==> config.mk <==
export PLATFORM = sky130hd
export DESIGN_NAME = alu_issue_ctrl
export DESIGN_NICKNAME = d
export VERILOG_FILES = /design/src/rtl/alu_issue_ctrl.sv
export SDC_FILE = /design/constraint.sdc
export NUM_CORES = 1
export LEC_CHECK = 0
export BUFFER_PORTS_ARGS = -buffer_cell sky130_fd_sc_hd__buf_2
export CAP_MARGIN = 20
export CORE_AREA = 10 10 88 90
export DETAILED_ROUTE_END_ITERATION = 6
export DIE_AREA = 0 0 98 100
export GPL_ROUTABILITY_DRIVEN = 0
export MAX_ROUTING_LAYER = met4
export PLACE_DENSITY = 0.79
export SETUP_SLACK_MARGIN = 0.3
export SYNTH_ARGS = -nofsm -noshare
export SYNTH_HDL_FRONTEND = slang
export SYNTH_SLANG_ARGS = --single-unit
export TNS_END_PERCENT = 30
==> constraint.sdc <==
create_clock -name clk -period 1.3 [get_ports clk]
set_input_delay 0.065 -clock clk [delete_from_list [all_inputs] [get_ports clk]]
set_output_delay 0.065 -clock clk [all_outputs]
set_load 0.01 [all_outputs]
==> src/rtl/alu_issue_ctrl.sv <==
// alu_issue_ctrl
//   Initiator side of the ALU interface. Accepts one instruction at a time over
//   a valid/ready handshake, decodes it, issues ALU ops for exactly one cycle,
//   and writes either the ALU result or an immediate back into a 4x8 register
//   file.
//
//   Ports
//     clk, rst_n              clock, asynchronous active-low reset
//     instr_valid/instr_ready instruction handshake (ready only in IDLE)
//     instr[12:0]             ALU op: {0, op[2:0], rd, rs1, rs2, 3'bx}
//                             LDI   : {1, rd, 2'bx, imm[7:0]}
//     alu_en                  one-cycle ALU enable (ISSUE state)
//     alu_opcode[7:0]         {5'b0, op}, registered at accept
//     alu_in_1/alu_in_2[3:0]  low nibbles of rf[rs1]/rf[rs2], registered at accept
//     alu_out[7:0]            registered ALU result, sampled only in WB
//     result_valid/_data/_rd  write-back pulse, value and destination
//     dbg_addr/dbg_data       combinational register-file read port
module alu_issue_ctrl #(
  parameter int NREG = 4,
  parameter int IW   = 13
) (
  input  logic          clk,
  input  logic          rst_n,
  input  logic          instr_valid,
  output logic          instr_ready,
  input  logic [IW-1:0] instr,
  output logic          alu_en,
  output logic [7:0]    alu_opcode,
  output logic [3:0]    alu_in_1,
  output logic [3:0]    alu_in_2,
  input  logic [7:0]    alu_out,
  output logic          result_valid,
  output logic [7:0]    result_data,
  output logic [1:0]    result_rd,
  input  logic [1:0]    dbg_addr,
  output logic [7:0]    dbg_data
);

  typedef enum logic [1:0] {
    IDLE  = 2'd0,
    ISSUE = 2'd1,
    WB    = 2'd2
  } state_t;

  state_t      state_q, state_d;
  logic [7:0]  rf [NREG];

  // Decode of the incoming word (stage 0)
  logic        ldi_p0;
  logic [2:0]  op_p0;
  logic [1:0]  rd_p0;
  logic [1:0]  rs1_p0;
  logic [1:0]  rs2_p0;
  logic [7:0]  imm_p0;
  logic        accept_p0;
  logic        unused_instr;

  assign ldi_p0       = instr[12];
  assign op_p0        = instr[11:9];
  assign rd_p0        = ldi_p0 ? instr[11:10] : instr[8:7];
  assign rs1_p0       = instr[6:5];
  assign rs2_p0       = instr[4:3];
  assign imm_p0       = instr[7:0];
  assign unused_instr = ^instr[2:0];

  // Latched instruction context (stage 1), held until write-back
  logic        ldi_p1;
  logic [1:0]  rd_p1;
  logic [7:0]  imm_p1;
  logic        vld_p1;
  logic [7:0]  wb_data;

  // State register
  always_ff @(posedge clk or negedge rst_n) begin
    if (!rst_n) begin
      state_q <= IDLE;
    end else begin
      state_q <= state_d;
    end
  end

  // Next state and handshake/enable outputs
  always_comb begin
    state_d      = state_q;
    instr_ready  = 1'b0;
    alu_en       = 1'b0;
    vld_p1       = 1'b0;
    accept_p0    = 1'b0;
    case (state_q)
      IDLE: begin
        instr_ready = 1'b1;
        if (instr_valid) begin
          accept_p0 = 1'b1;
          state_d   = ldi_p0 ? WB : ISSUE;
        end
      end
      ISSUE: begin
        alu_en  = 1'b1;
        state_d = WB;
      end
      WB: begin
        vld_p1  = 1'b1;
        state_d = IDLE;
      end
      default: state_d = IDLE;
    endcase
  end

  // The ALU result is only meaningful in WB; outside it the result port reads zero
  // so a stale, never-reset alu_out cannot leak out.
  assign wb_data      = ldi_p1 ? imm_p1 : alu_out;
  assign result_valid = vld_p1;
  assign result_data  = vld_p1 ? wb_data : 8'h00;
  assign result_rd    = vld_p1 ? rd_p1 : 2'd0;
  assign dbg_data     = rf[dbg_addr];

  // Accept: operands are read here, so rs==rd sees the pre-write value
  always_ff @(posedge clk or negedge rst_n) begin
    if (!rst_n) begin
      ldi_p1     <= 1'b0;
      rd_p1      <= 2'd0;
      imm_p1     <= 8'h00;
      alu_opcode <= 8'h00;
      alu_in_1   <= 4'h0;
      alu_in_2   <= 4'h0;
    end else if (accept_p0) begin
      ldi_p1 <= ldi_p0;
      rd_p1  <= rd_p0;
      imm_p1 <= imm_p0;
      if (!ldi_p0) begin
        alu_opcode <= {5'b00000, op_p0};
        alu_in_1   <= rf[rs1_p0][3:0];
        alu_in_2   <= rf[rs2_p0][3:0];
      end
    end
  end

  // Write-back
  always_ff @(posedge clk or negedge rst_n) begin
    if (!rst_n) begin
      for (int i = 0; i < NREG; i++) rf[i] <= 8'h00;
    end else if (vld_p1) begin
      rf[rd_p1] <= wb_data;
    end
  end

endmodule
After elaboration in Yosys (flattened, before gate mapping)
Cells that the tools add are included.

word-level totals
  word-level logic and storage cells = 51
  bits of input ports = 26
  register bits = 56
  output and inout bits = 37

cells by class
  bitwise logic cells = 5
  mux-type cells = 24
  equal/unequal tests = 3
  reductions and logical operators = 3
  magnitude comparators = 5

operators with widths
  operator              count
  $bmux W8 S2           3
  $mux W8               5
  $bwmux W32            1
  $demux W8 S2          1
  $mux W4               4
  $ge A3 B3 Y1 const B  4
  $not A2 Y3            4
  $mux W2               4
  $mux W1               5
  $pmux W2 S2           1
  $lt A3 B1 Y1 const B  1
  $eq A2 B1 Y1 const B  1
  $eq A2 B2 Y1 const B  1
  $logic_not A2 Y1      1
  $ne A2 B2 Y1 const B  1
  $reduce_and A2 Y1     1
  $logic_and A1 B1 Y1   1
  $not A1 Y1            1

Longest topological paths before layout
Gate-level depths: netlist (run 1).

  depth after elaboration = 6
  mapped depth = 4
  gate-level depth less buffers = 3

Worst setup path after synthesis (run 1)
No wires, ideal clock.

  path type = flip-flop to flip-flop
  from = register state_q[1]
  to = register alu_opcode[0]
  period minus slack after synthesis = 1,434 ps
  path buffers = 2
  data required time = 1,175 ps
  setup slack = -134 ps
  arrival time = 1,309 ps
  cell stages (with the launch flop) = 5
  library setup time = 125 ps
  cells stage by stage = dfrtp_1 -> buf_6 -> nor4b_4 -> buf_6 -> mux2_2

between the ends
  word-level cells in the longest chain between the ends = 3

RTL lines
  item                                RTL line  source
  start: declaration                  45        state_t state_q, state_d;
  start signal: assignment            78        state_q <= state_d;
  $logic_not A2 Y1                    89        case (state_q)
  $mux W1                             89
  $reduce_and A2 Y1 (no source line)  --
  end signal: assignment              131       alu_opcode <= {5'b00000, op_p0};
  end: declaration                    28        output logic [7:0] alu_opcode,

No other way between the ends.
A chain may end at the register's enable or synchronous reset.

Worst setup path after layout (run 1)
  from = register state_q[0]
  to = output result_data[7]

between the ends
  word-level cells in the longest chain between the ends = 3

RTL lines
  item              RTL line  source
  $eq A2 B2 Y1      89
  $mux W1           89
  $mux W8           113       assign result_data = vld_p1 ? wb_data : 8'h00;
  end: declaration  33        output logic [7:0] result_data,

No other way between the ends.

==> Implementation_results.wiki, run 1 <==
{| class="wikitable"
! Metric !! Value
|-
| Remaining Overflow, GRT || 0
|-
| Total instance count after detailed placement || 317
|-
| Non-Filler Cell Area, Final || approximately 0.0036 mm2
|-
| Final Cycle Share || 124%
|-
| Antenna diode count || 0
|-
| Overall Global Routing Usage || roughly 14%
|-
| Die Wd || ~98 um
|-
| Number of warnings printed during yosys synthesis || 0
|-
| Clock transition at the registers of the reported paths || about 0.10 ns
|-
| ANT nets after route || 0
|-
| Register bit count reported by yosys || 56
|-
| Vias after detailed routing || 1773
|-
| Buf/Inv on CP || 4
|-
| List of cells traversed by the critical path || buf_6, or2b_1, inv_2, buf_6, and2_4, buf_6
|-
| Clock tree from TritonCTS || yes
|-
| Fraction of synthesis flops using an asynchronous set or reset pin || between 90% and 100%
|-
| Maximum number of pins on one net before global-route repair || 57
|-
| Total power of the final layout || 6.67 mW
|-
| Top flip-flop cell by instance count after synthesis || dfrtp_1
|-
| Switching share of power || just under 30%
|-
| Violations in the final reports || setup timing
|-
| Effective utilization at floorplan || about 45%
|-
| Utilization of the core after routing || 58.5%
|-
| Proportion of power drawn by combinational gates || a little under two fifths
|-
| Register share of total power || about 44%
|-
| Distinct cell type count after synthesis || 21
|-
| Area of the placeable core || between 0.006 and 0.007 mm2
|-
| Avg Vias per Cell || roughly 5.3
|-
| Post-synthesis instance area || about 0.0028 mm2
|-
| Buffers from clock root to sink, at most || 2
|-
| Max FO, Critical Path || 5
|-
| Setup repair after global routing missed its margin || yes
|-
| Antenna violations before repair || 0
|-
| Hold violation total from the final report || 0
|-
| Required time reported for the critical path endpoint || ~1.2 ns
|-
| Seq/Total Area, Yosys || between 50% and 60%
|-
| Top delay family on crit path || flip-flops
|-
| Area of the die || 0.00980 mm2
|-
| Clock insertion delay at the later pin of the skew report || a little over 0.3 ns
|-
| Clock network fraction of total power || 18.6%
|-
| Average routed wire per standard cell || between 15 and 20 um
|-
| Placed cell area || between 0.003 and 0.004 mm2
|-
| Fraction of layout instances using a drive strength above 1 || between 60% and 70%
|-
| Worst vdd rail ir drop || 0.000916 V
|-
| Tmin final || ~1.6 ns
|-
| Fill cell instance count of the final layout || between 400 and 500
|-
| Internal portion of total power || about 4.7 mW
|-
| Fin nets || between 200 and 300
|-
| Max Clock Freq || 620 MHz
|-
| Port bufs || 57
|-
| Switching Power || 1.95 mW
|-
| Master of the slowest instance on the critical path || dfrtp_2
|-
| Result of the run || complete, but fails checks
|-
| Number of enable flip-flop cells after synthesis || 0
|-
| Most common cell type on the critical path || buf_6
|-
| H-tree levels || 2
|-
| Area growth syn-to-layout || 29.3%
|-
| Post-layout worst setup margin || -0.314 ns
|-
| Std cell rows || 29
|-
| Number of instances in the synthesized netlist || about 180
|-
| Critical path data arrival time || 1.55 ns
|-
| Power density over the cells || around 1900 mW/mm2
|-
| Hold slack final || 0.00746 ns
|-
| Detailed placement HPWL || between 4000 and 5000 um
|-
| Max capacitance violation total || 0
|-
| Top-level I/O count || 63
|-
| Lkg Pwr || roughly 1.6 nW
|-
| Type of origin of the critical path || flip-flop
|-
| Final instance count without filler cells || between 300 and 400
|-
| Cell at the root of the clock tree || clkbuf_8
|-
| Initial drt markers || about 100
|-
| Worst clock skew || between 0.008 and 0.009 ns
|-
| First-pass iteration count of the detailed router || 4
|-
| Number of global-route vias before repair || roughly 2000
|-
| Overall die height || 100 um
|-
| DRT Wirelength || ~6500 um
|-
| Final number of setup-violating endpoints || between 70 and 80
|-
| Total CTS buffers || 5
|-
| Count of final max-slew check failures || 0
|-
| Clock sink total || 56
|-
| Synthesized area per cell || 15.8 um2
|-
| Hold/Removal Path Class || input port to flip-flop
|-
| Global-route wire length before repair || 10600 um
|-
| Type of destination of the critical path || output port
|-
| Critical path's largest stage delay || around 0.42 ns
|-
| DRC violation count after routing || 0
|-
| Worst setup path class || flip-flop to output port
|}
==> cell usage in the layout (no fill, tap or decap), drive strengths merged <==
cell type,instances
nor4b,2
clkbuf,7
nor2,4
nor3b,1
dfrtp,56
mux4,16
conb,5
mux2i,4
a21oi,1
or2b,1
nor2b,1
inv,3
and2,8
buf,78
bufinv,1
dlygate4sd3,5
and4bb,2
mux2,60
and4b,1
==> power groups by stage <==
| stage | Sequential, mW | Combinational (mW) | Clock, mW |
|---|---|---|---|
| floorplan | 2.89 | 1.50 | 0 |
| global placement | 2.94 | 2.16 | 0 |
| detailed placement | 2.99 | 2.22 | 0 |
| CTS | 2.96 | 2.40 | 1.27 |
| global route | 3.07 | 2.70 | 1.33 |
| finish | 2.96 | 2.47 | 1.24 |
==> final timing paths <==
kind | startpoint | to | slack [ns] | cells past startpoint
worst min register to register | alu_opcode[0]$_DFFE_PN0P_ | alu_opcode[0]$_DFFE_PN0P_ | 0.51 | 1
max in group asynchronous | rst_n | ldi_p1$_DFFE_PN0P_ | 0.76 | 3
worst max-delay path | state_q[0]$_DFFE_PN0P_ | result_data[7] | -0.31 | 6
worst min-delay path | instr[11] | alu_opcode[2]$_DFFE_PN0P_ | 0.007 | 2
worst max register to register | state_q[0]$_DFFE_PN0P_ | alu_in_2[0]$_DFFE_PN0P_ | -0.25 | 4
min in group asynchronous | rst_n | rd_p1[1]$_DFFE_PN0P_ | 0.28 | 3
==> worst register-to-register path: stages, from the launching register on <==
cell	delay [ns]
dfrtp_2	0.42
buf_4	0.17
nor4b_4	0.34
buf_12	0.18
mux2_2	0.34
==> registers in the layout (all words and copies together) (netlist names) <==
| signal | cells |
|---|---|
| state_q | 2 |
| alu_in_1 | 4 |
| imm_p1 | 8 |
| alu_opcode | 3 |
| alu_in_2 | 4 |
| rf | 32 |
| ldi_p1 | 1 |
| rd_p1 | 2 |
==> cell families (layout without fill, tap and decap cells) <==
group           Yosys count  after routing  synth area share, %
compound gates            1              1                0.180
buf+inv                  18             94                 4.24
flops                    56             56                 50.5
mux                      80             80                 38.8
other cells               1              5                0.135
simple gates             20             20                 6.09
==> synth_stat cells (2+ instances only) <==
master	count	area, um2
mux2_2	59	664
dfrtp_1	56	1400
mux4_2	16	360
and2_1	8	50.1
buf_4	6	45.0
buf_2	4	20.0
mux2i_1	4	40.0
nor2_1	4	15.0
buf_6	3	33.8
inv_1	3	11.3
and4bb_2	2	25.0
nor4b_4	2	47.6
==> layout make-up <==
cell class,count,area (um2),share of cell area [%]
Clock buffer,7,96.3,2.69
Clock inverter,1,30.0,0.838
Inverter,3,11.3,0.314
Multi-Input combinational cell,106,1300,36.2
Sequential cell,56,1410,39.2
Tap cell,77,96.3,2.69
Timing Repair Buffer,83,649,18.1
==> per-stage QoR <==
stage,setup slack [ns],TNS (ns)
3_3_place_gp,-0.146,-6.80
5_1_grt,-0.388,-17.67
4_1_cts,-0.317,-13.58
3_5_place_dp,-0.185,-8.67
2_1_floorplan,-0.121,-4.55
6_report,-0.314,-13.65
==> per-layer routing <==
metal  vias to the layer above  global-route usage, %  wire (um)
met5                         -                      -          0
met4                         0                   4.14         72
met1                       915                   15.6       2550
met3                         6                   3.71        379
li1                        802                      -          -
met2                        50                   23.8       3490
==> repair_timing <==
item                                    in CTS  in global routing
gates resized for setup                     22                 17
hold buffers                                 4                  1
endpoints found under the setup margin      76                 76
pin swaps                                    2                  0
hold endpoints to repair                    59                  1
buffers inserted                             2                  1
Power figures use the tool's default switching activity.
==> inputs of run 2 (changes only) <==
--- a/config.mk
+++ b/config.mk
@@ -13,6 +13,7 @@
 export GPL_ROUTABILITY_DRIVEN = 0
 export MAX_ROUTING_LAYER = met4
 export PLACE_DENSITY = 0.79
+export REMOVE_ABC_BUFFERS = 1
 export SETUP_SLACK_MARGIN = 0.3
 export SYNTH_ARGS = -nofsm -noshare
 export SYNTH_HDL_FRONTEND = slang
==> run 2 against run 1 <==
  * The run still ends with setup timing left
  * Combinational power grew 27%
  * Clock power shrank 24%
  * Non-clock buffer count is 18 higher
  * Setup slack gained 0.052 ns
  * Critical path depth decreased by 1
  * Critical endpoint is now alu_in_2[0]$_DFFE_PN0P_
==> Implementation_results.wiki, run 2 (same netlist as run 1, synthesis figures left out) <==
{| class="wikitable"
! Metric !! Value
|-
| Flip-flop count of the largest register, all copies and words added || 32 (unchanged)
|-
| Count of final max-slew check failures || 0 (unchanged)
|-
| Max capacitance violation total || 0 (unchanged)
|-
| Utilization of the core after routing || 64.2% (+5.8 points)
|-
| Tmin final || 1.56 ns (-0.0517 ns)
|-
| Clock sink total || 56 (unchanged)
|-
| Total CTS buffers || 5 (unchanged)
|-
| DRC violation count after routing || 0 (unchanged)
|-
| Detailed placement HPWL || 4980 um (+3.3%)
|-
| Registers with the most flip-flops || rf x32, imm_p1 x8
|-
| Hold slack final || 0.00858 ns (+0.00112 ns)
|-
| Std cell rows || 29 (unchanged)
|-
| Type of destination of the critical path || flip-flop
|-
| Required time reported for the critical path endpoint || 1.51 ns (+0.27 ns)
|-
| Antenna diode count || 0 (unchanged)
|-
| Worst vdd rail ir drop || 0.000983 V (+7.3%)
|-
| Final Cycle Share || 120% (-4.0 points)
|-
| Average routed wire per standard cell || 21.1 um (+8.3%)
|-
| Placed cell area || 0.00326 mm2 (+0.93%)
|-
| Total power of the final layout || 7.07 mW (+6.0%)
|-
| Number of global-route vias before repair || 2055 (+4.6%)
|-
| Result of the run || complete, but fails checks
|-
| Critical hold path startpoint || instr[7]
|-
| First element of the critical path || state_q[0]$_DFFE_PN0P_
|-
| Overall die height || 100 um (unchanged)
|-
| Global-route wire length before repair || 11400 um (+7.2%)
|-
| Register name with the most flops || rf
|-
| Critical path data arrival time || 1.77 ns (+0.22 ns)
|-
| Area of the multi-input gates || 0.00150 mm2 (+15%)
|-
| Most used cells in the layout excluding fill and tap cells || dfrtp_1 (52), mux2_4 (49), buf_2 (40), buf_6 (33), buf_4 (19)
|-
| Hold/Removal Path Class || input port to flip-flop
|-
| Clock tree from TritonCTS || yes
|-
| Die Wd || 98 um (unchanged)
|-
| Most common cell after layout, fill and taps aside || dfrtp_1
|-
| Final number of setup-violating endpoints || 73 (-2.7%)
|-
| Area of the die || 0.00980 mm2 (unchanged)
|-
| Hold violation total from the final report || 0 (unchanged)
|-
| Vias after detailed routing || 1884 (+6.3%)
|-
| Non-Filler Cell Area, Final || 0.00394 mm2 (+9.9%)
|-
| Port bufs || 57 (unchanged)
|-
| Maximum number of pins on one net before global-route repair || 29 (-49%)
|-
| Type of origin of the critical path || flip-flop
|-
| Fin nets || 299 (+6.4%)
|-
| DRT Wirelength || 7410 um (+14%)
|-
| Top-level I/O count || 63 (unchanged)
|-
| Lkg Pwr || 1.86 nW (+15%)
|-
| Initial drt markers || 84 (-19%)
|-
| Violations in the final reports || setup timing
|-
| ANT nets after route || 0 (unchanged)
|-
| Remaining Overflow, GRT || 0 (unchanged)
|-
| Avg Vias per Cell || 5.37 (+0.81%)
|-
| Area growth syn-to-layout || 42.1%
|-
| Area of the placeable core || 0.00613 mm2 (unchanged)
|-
| Place WS || -0.191 ns (-0.00610 ns)
|-
| Sequential Area || 0.00141 mm2 (about the same)
|-
| Setup repair after global routing missed its margin || yes
|-
| Max FO, Critical Path || 7 (+2)
|-
| Fill cell instance count of the final layout || 430 (-11%)
|-
| Worst setup path class || flip-flop to flip-flop
|-
| Clock insertion delay at the later pin of the skew report || 0.31 ns (about the same)
|-
| Cell at the root of the clock tree || clkbuf_8
|-
| H-tree levels || 2 (unchanged)
|-
| Fraction of layout instances using a drive strength above 1 || 72.6% (+2.7 points)
|-
| First-pass iteration count of the detailed router || 4 (unchanged)
|-
| Buffers from clock root to sink, at most || 2 (unchanged)
|-
| Post-layout worst setup margin || -0.262 ns (+0.0517 ns)
|-
| Worst clock skew || 0.0108 ns (+0.00193 ns)
|-
| Antenna violations before repair || 0 (unchanged)
|-
| Effective utilization at floorplan || 45.2% (unchanged)
|-
| Reg-to-Reg Start || state_q[0]$_DFFE_PN0P_
|-
| Max Clock Freq || 640 MHz (+3.3%)
|-
| Clock transition at the registers of the reported paths || 0.10 ns (about the same)
|-
| Power density over the cells || 1790 mW/mm2 (-3.6%)
|-
| Overall Global Routing Usage || 14.9% (+1.0 points)
|}
run 2: changes by cell type in the layout (fill, tap and decap cells not counted), moves of 2 or more:
cell and delta:
nor2_1 -2, mux2_2 -48, buf_4 +10, clkbuf_8 -2, buf_6 +8, mux2_4 +49
buf_2 -2
run 2: through the flow:
step	setup TNS, ns	std cells
after floorplan	-12.67	165
after CTS	-10.13	347
final	-11.63	351
after global routing	-14.42	351
after global placement	-5.99	321
after detailed placement	-7.44	321
run 2: routing by layer:
metal | part of all wire (%) | wire, um | track usage [%] | up-vias
met2 | 51 | 3800 | 24.4 | 59
met3 | 5.8 | 427 | 4.12 | 8
met1 | 42 | 3090 | 17.7 | 989
met4 | 1.1 | 83 | 4.25 | 0
li1 | - | - | - | 828
met5 | 0 | 0 | - | -
run 2: layout make-up:
cell class / instances / area share, %
multi-input combinational: 106 / 38.0
tap: 77 / 2.45
clock buffer: 6 / 1.84
inverter: 3 / 0.286
sequential: 56 / 35.7
clock inverter: 2 / 0.413
timing repair buffer: 101 / 21.3
run 2: worst paths after layout:
kind                                           endpoint  slack (ns)  cells past startpoint
min in group asynchronous         imm_p1[6]$_DFFE_PN0P_        0.22                      2
max in group asynchronous            rf[31]$_DFFE_PN0P_        0.53                      3
worst min-delay path              imm_p1[7]$_DFFE_PN0P_       0.009                      2
worst min register to register       rf[23]$_DFFE_PN0P_        0.52                      1
worst max-delay path            alu_in_2[0]$_DFFE_PN0P_       -0.26                      5
worst max register to register  alu_in_2[0]$_DFFE_PN0P_       -0.26                      5
run 2: critical path, cell delays in order (launching register included):
cell and delay [ns]:
dfrtp_2 0.43, buf_6 0.15, nor4b_4 0.28, buf_6 0.17
clkbuf_16 0.15, mux2_4 0.29
run 2: report_power, final:
| group | leakage (nW) | internal [mW] | switching [mW] |
|---|---|---|---|
| Combinational | 1.15 | 2.08 | 1.06 |
| Sequential | 0.668 | 2.46 | 0.520 |
| Clock | 0.0414 | 0.385 | 0.562 |
| Total | 1.86 | 4.93 | 2.14 |
run 2: repair_timing:
action,4_1_cts,5_1_grt
setup endpoints to repair,76,77
gates cloned,0,1
buffers inserted,12,3
hold buffers,6,0
endpoints found under the hold margin,21,0
resized for setup,73,28
pin swaps,10,2
==> inputs of run 3 (changes only) <==
--- a/config.mk
+++ b/config.mk
@@ -7,12 +7,12 @@
 export LEC_CHECK = 0
 export BUFFER_PORTS_ARGS = -buffer_cell sky130_fd_sc_hd__buf_2
 export CAP_MARGIN = 20
-export CORE_AREA = 10 10 88 90
+export CORE_AREA = 10 10 82 101
 export DETAILED_ROUTE_END_ITERATION = 6
-export DIE_AREA = 0 0 98 100
+export DIE_AREA = 0 0 92 111
 export GPL_ROUTABILITY_DRIVEN = 0
 export MAX_ROUTING_LAYER = met4
-export PLACE_DENSITY = 0.79
+export PLACE_DENSITY = 0.75
 export REMOVE_ABC_BUFFERS = 1
 export SETUP_SLACK_MARGIN = 0.3
 export SYNTH_ARGS = -nofsm -noshare
==> run 3 against run 2 <==
  * The run still ends with setup timing left
  * Setup slack worse by 0.045 ns
  * Clock power increased by 22%
  * Largest power group is now sequential cells
  * Cell count up 0.28%
  * Power is 4.1% lower
  * Largest cell class is now flip-flops and latches
  * Register-to-register slack better by 0.02 ns
  * Global-route usage fell by 1.3 points
  * Critical endpoint is now result_data[1]
  * Core utilization is 6.2 points lower
  * Routed wire length fell by 8.0%
  * Count of clock-buffer cells in the layout is 1 lower
  * Sequential share of layout area rose by 1.9 points
  * Flip-flop and latch count unchanged
  * Combinational power is 15% lower
==> Implementation_results.wiki, run 3 (same netlist as run 1, synthesis figures left out) <==
{| class="wikitable"
! Metric !! Value
|-
| Number of global-route vias before repair || 2035 (-0.97%)
|-
| Fin nets || 290 (-3.0%)
|-
| Tmin final || 1.61 ns (+0.0448 ns)
|-
| Final number of setup-violating endpoints || 73 (unchanged)
|-
| Effective utilization at floorplan || 43.0% (-2.2 points)
|-
| Clock sink total || 56 (unchanged)
|-
| Final Cycle Share || 124% (+3.4 points)
|-
| DRT Wirelength || 6810 um (-8.0%)
|-
| DRC violation count after routing || 0 (unchanged)
|-
| ANT nets after route || 0 (unchanged)
|-
| Clock network fraction of total power || 17.2% (+3.8 points)
|-
| Overall Global Routing Usage || 13.6% (-1.3 points)
|-
| Initial drt markers || 88 (+4.8%)
|-
| Non-Filler Cell Area, Final || 0.00374 mm2 (-5.1%)
|-
| Top-level I/O count || 63 (unchanged)
|-
| First-pass iteration count of the detailed router || 4 (unchanged)
|-
| Total power of the final layout || 6.78 mW (-4.1%)
|-
| Setup repair after global routing missed its margin || yes
|-
| Area growth syn-to-layout || 34.9%
|-
| Result of the run || complete, but fails checks
|-
| Cell at the root of the clock tree || clkbuf_8
|-
| Critical path data arrival time || 1.54 ns (-0.23 ns)
|-
| Violations in the final reports || setup timing
|-
| Required time reported for the critical path endpoint || 1.24 ns (-0.27 ns)
|-
| Std cell rows || 33 (+14%)
|-
| Clock transition at the registers of the reported paths || 0.10 ns (about the same)
|-
| Worst vdd rail ir drop || 0.000915 V (-6.9%)
|-
| Place WS || -0.193 ns (-0.00195 ns)
|-
| Average routed wire per standard cell || 19.4 um (-8.3%)
|-
| Reg-to-Reg Start || state_q[1]$_DFFE_PN0P_
|-
| Register share of total power || 43.3% (+1.1 points)
|-
| Clock tree from TritonCTS || yes
|-
| Switching share of power || 29.5% (-0.78 points)
|-
| Flip-flop count of the largest register, all copies and words added || 32 (unchanged)
|-
| Antenna diode count || 0 (unchanged)
|-
| Placed cell area || 0.00324 mm2 (-0.46%)
|-
| Avg Vias per Cell || 5.11 (-4.7%)
|-
| Port bufs || 57 (unchanged)
|-
| Max capacitance violation total || 0 (unchanged)
|-
| Buffers from clock root to sink, at most || 2 (unchanged)
|-
| Worst clock skew || 0.0126 ns (+0.00174 ns)
|-
| Vias after detailed routing || 1800 (-4.5%)
|-
| Count of final max-slew check failures || 0 (unchanged)
|-
| Remaining Overflow, GRT || 0 (unchanged)
|-
| Max Clock Freq || 622 MHz (-2.8%)
|-
| Fraction of layout instances using a drive strength above 1 || 70.9% (-1.7 points)
|-
| H-tree levels || 2 (unchanged)
|-
| Overall die height || 111 um (+11%)
|-
| Maximum number of pins on one net before global-route repair || 57 (+97%)
|-
| Lkg Pwr || 1.71 nW (-8.3%)
|-
| Worst setup path class || flip-flop to output port
|-
| Hold slack final || 0.0130 ns (+0.00437 ns)
|-
| Detailed placement HPWL || 4860 um (-2.4%)
|-
| Most common cell after layout, fill and taps aside || dfrtp_1
|-
| Post-layout worst setup margin || -0.307 ns (-0.0448 ns)
|-
| Most used cells in the layout excluding fill and tap cells || dfrtp_1 (53), mux2_2 (46), buf_2 (42), buf_6 (27), mux4_2 (16)
|-
| Area of the placeable core || 0.00644 mm2 (+5.0%)
|-
| Max FO, Critical Path || 7 (unchanged)
|-
| Switching Power || 2.00 mW (-6.6%)
|-
| First element of the critical path || state_q[0]$_DFFE_PN0P_
|-
| Type of destination of the critical path || output port
|-
| Proportion of power drawn by combinational gates || 39.5% (-4.9 points)
|-
| Hold violation total from the final report || 0 (unchanged)
|-
| Die Wd || 92 um (-6.1%)
|-
| Clock insertion delay at the later pin of the skew report || 0.31 ns (about the same)
|-
| Critical hold path startpoint || instr[7]
|-
| Antenna violations before repair || 0 (unchanged)
|-
| Internal portion of total power || 4.78 mW (-3.0%)
|-
| Global-route wire length before repair || 10800 um (-5.2%)
|-
| Utilization of the core after routing || 58.1% (-6.2 points)
|-
| Power density over the cells || 1810 mW/mm2 (+0.98%)
|-
| Type of origin of the critical path || flip-flop
|-
| Area of the die || 0.0102 mm2 (+4.2%)
|-
| Register name with the most flops || rf
|-
| Total CTS buffers || 5 (unchanged)
|-
| Hold/Removal Path Class || input port to flip-flop
|-
| Fill cell instance count of the final layout || 535 (+24%)
|-
| Registers with the most flip-flops || rf x32, imm_p1 x8
|}
## run 3: cell count changes in the layout (fill, tap and decap cells not counted)
cell / change
buf_2: +2
buf_4: -5
nor2_2: -1
inv_6: +1
bufinv_16: +1
dfrtp_2: -1
mux2_2: +35
buf_6: -6
nor2_1: +2
clkbuf_1: -1
mux2_4: -35
dfrtp_1: +1
nor2_4: -1
clkinv_4: -1
## run 3: worst max-delay path: stages (launching register included)
cell,delay (ns)
dfrtp_2,0.43
buf_6,0.11
or2b_1,0.24
inv_2,0.07
buf_6,0.13
and2_4,0.15
buf_6,0.09
## run 3: power by group through the flow
stage | Clock [mW] | Sequential [mW] | Combinational [mW]
final | 1.16 | 2.93 | 2.68
after global routing | 1.26 | 3.03 | 2.90
after CTS | 1.19 | 2.94 | 2.63
after detailed placement | 0 | 3.00 | 2.21
after global placement | 0 | 2.93 | 2.16
after floorplan | 0 | 2.91 | 1.43
## run 3: stage by stage
| step | instances | setup TNS, ns |
|---|---|---|
| after global routing | 352 | -17.00 |
| after floorplan | 165 | -12.67 |
| after global placement | 328 | -7.27 |
| final | 352 | -14.07 |
| after detailed placement | 328 | -7.99 |
| after CTS | 349 | -13.37 |
## run 3: area by class of cell
type | count | area [um2] | share of cell area, %
clock inverters | 3 | 46.3 | 1.24
clock buffers | 5 | 68.8 | 1.84
multi-input cells | 106 | 1360 | 36.2
flip-flops and latches | 56 | 1410 | 37.6
repair buffers | 92 | 744 | 19.9
well taps | 87 | 109 | 2.91
inverters | 3 | 11.3 | 0.301
## run 3: repair_timing
action | CTS | global route
gates resized for setup | 50 | 8
hold endpoints to repair | 61 | 0
pin swaps | 4 | 4
buffers inserted | 7 | 2
setup endpoints to repair | 76 | 76
hold buffers | 6 | 0
cloned | 0 | 1
## run 3: per-layer routing
layer / track usage (%) / up-vias / part of all wire (%)
li1: - / 811 / -
met1: 14.9 / 934 / 39
met2: 23.1 / 48 / 54
met3: 3.32 / 7 / 5.5
met4: 5.36 / 0 / 1.4
met5: - / - / 0
## run 3: final timing paths
| path | end | cells after the start | slack, ns |
|---|---|---|---|
| worst max register to register | alu_in_2[3]$_DFFE_PN0P_ | 5 | -0.24 |
| worst max-delay path | result_data[1] | 6 | -0.31 |
| worst min-delay path | imm_p1[7]$_DFFE_PN0P_ | 2 | 0.01 |
| max in group asynchronous | ldi_p1$_DFFE_PN0P_ | 3 | 0.78 |
| min in group asynchronous | alu_opcode[1]$_DFFE_PN0P_ | 3 | 0.27 |
| worst min register to register | rf[13]$_DFFE_PN0P_ | 1 | 0.51 |
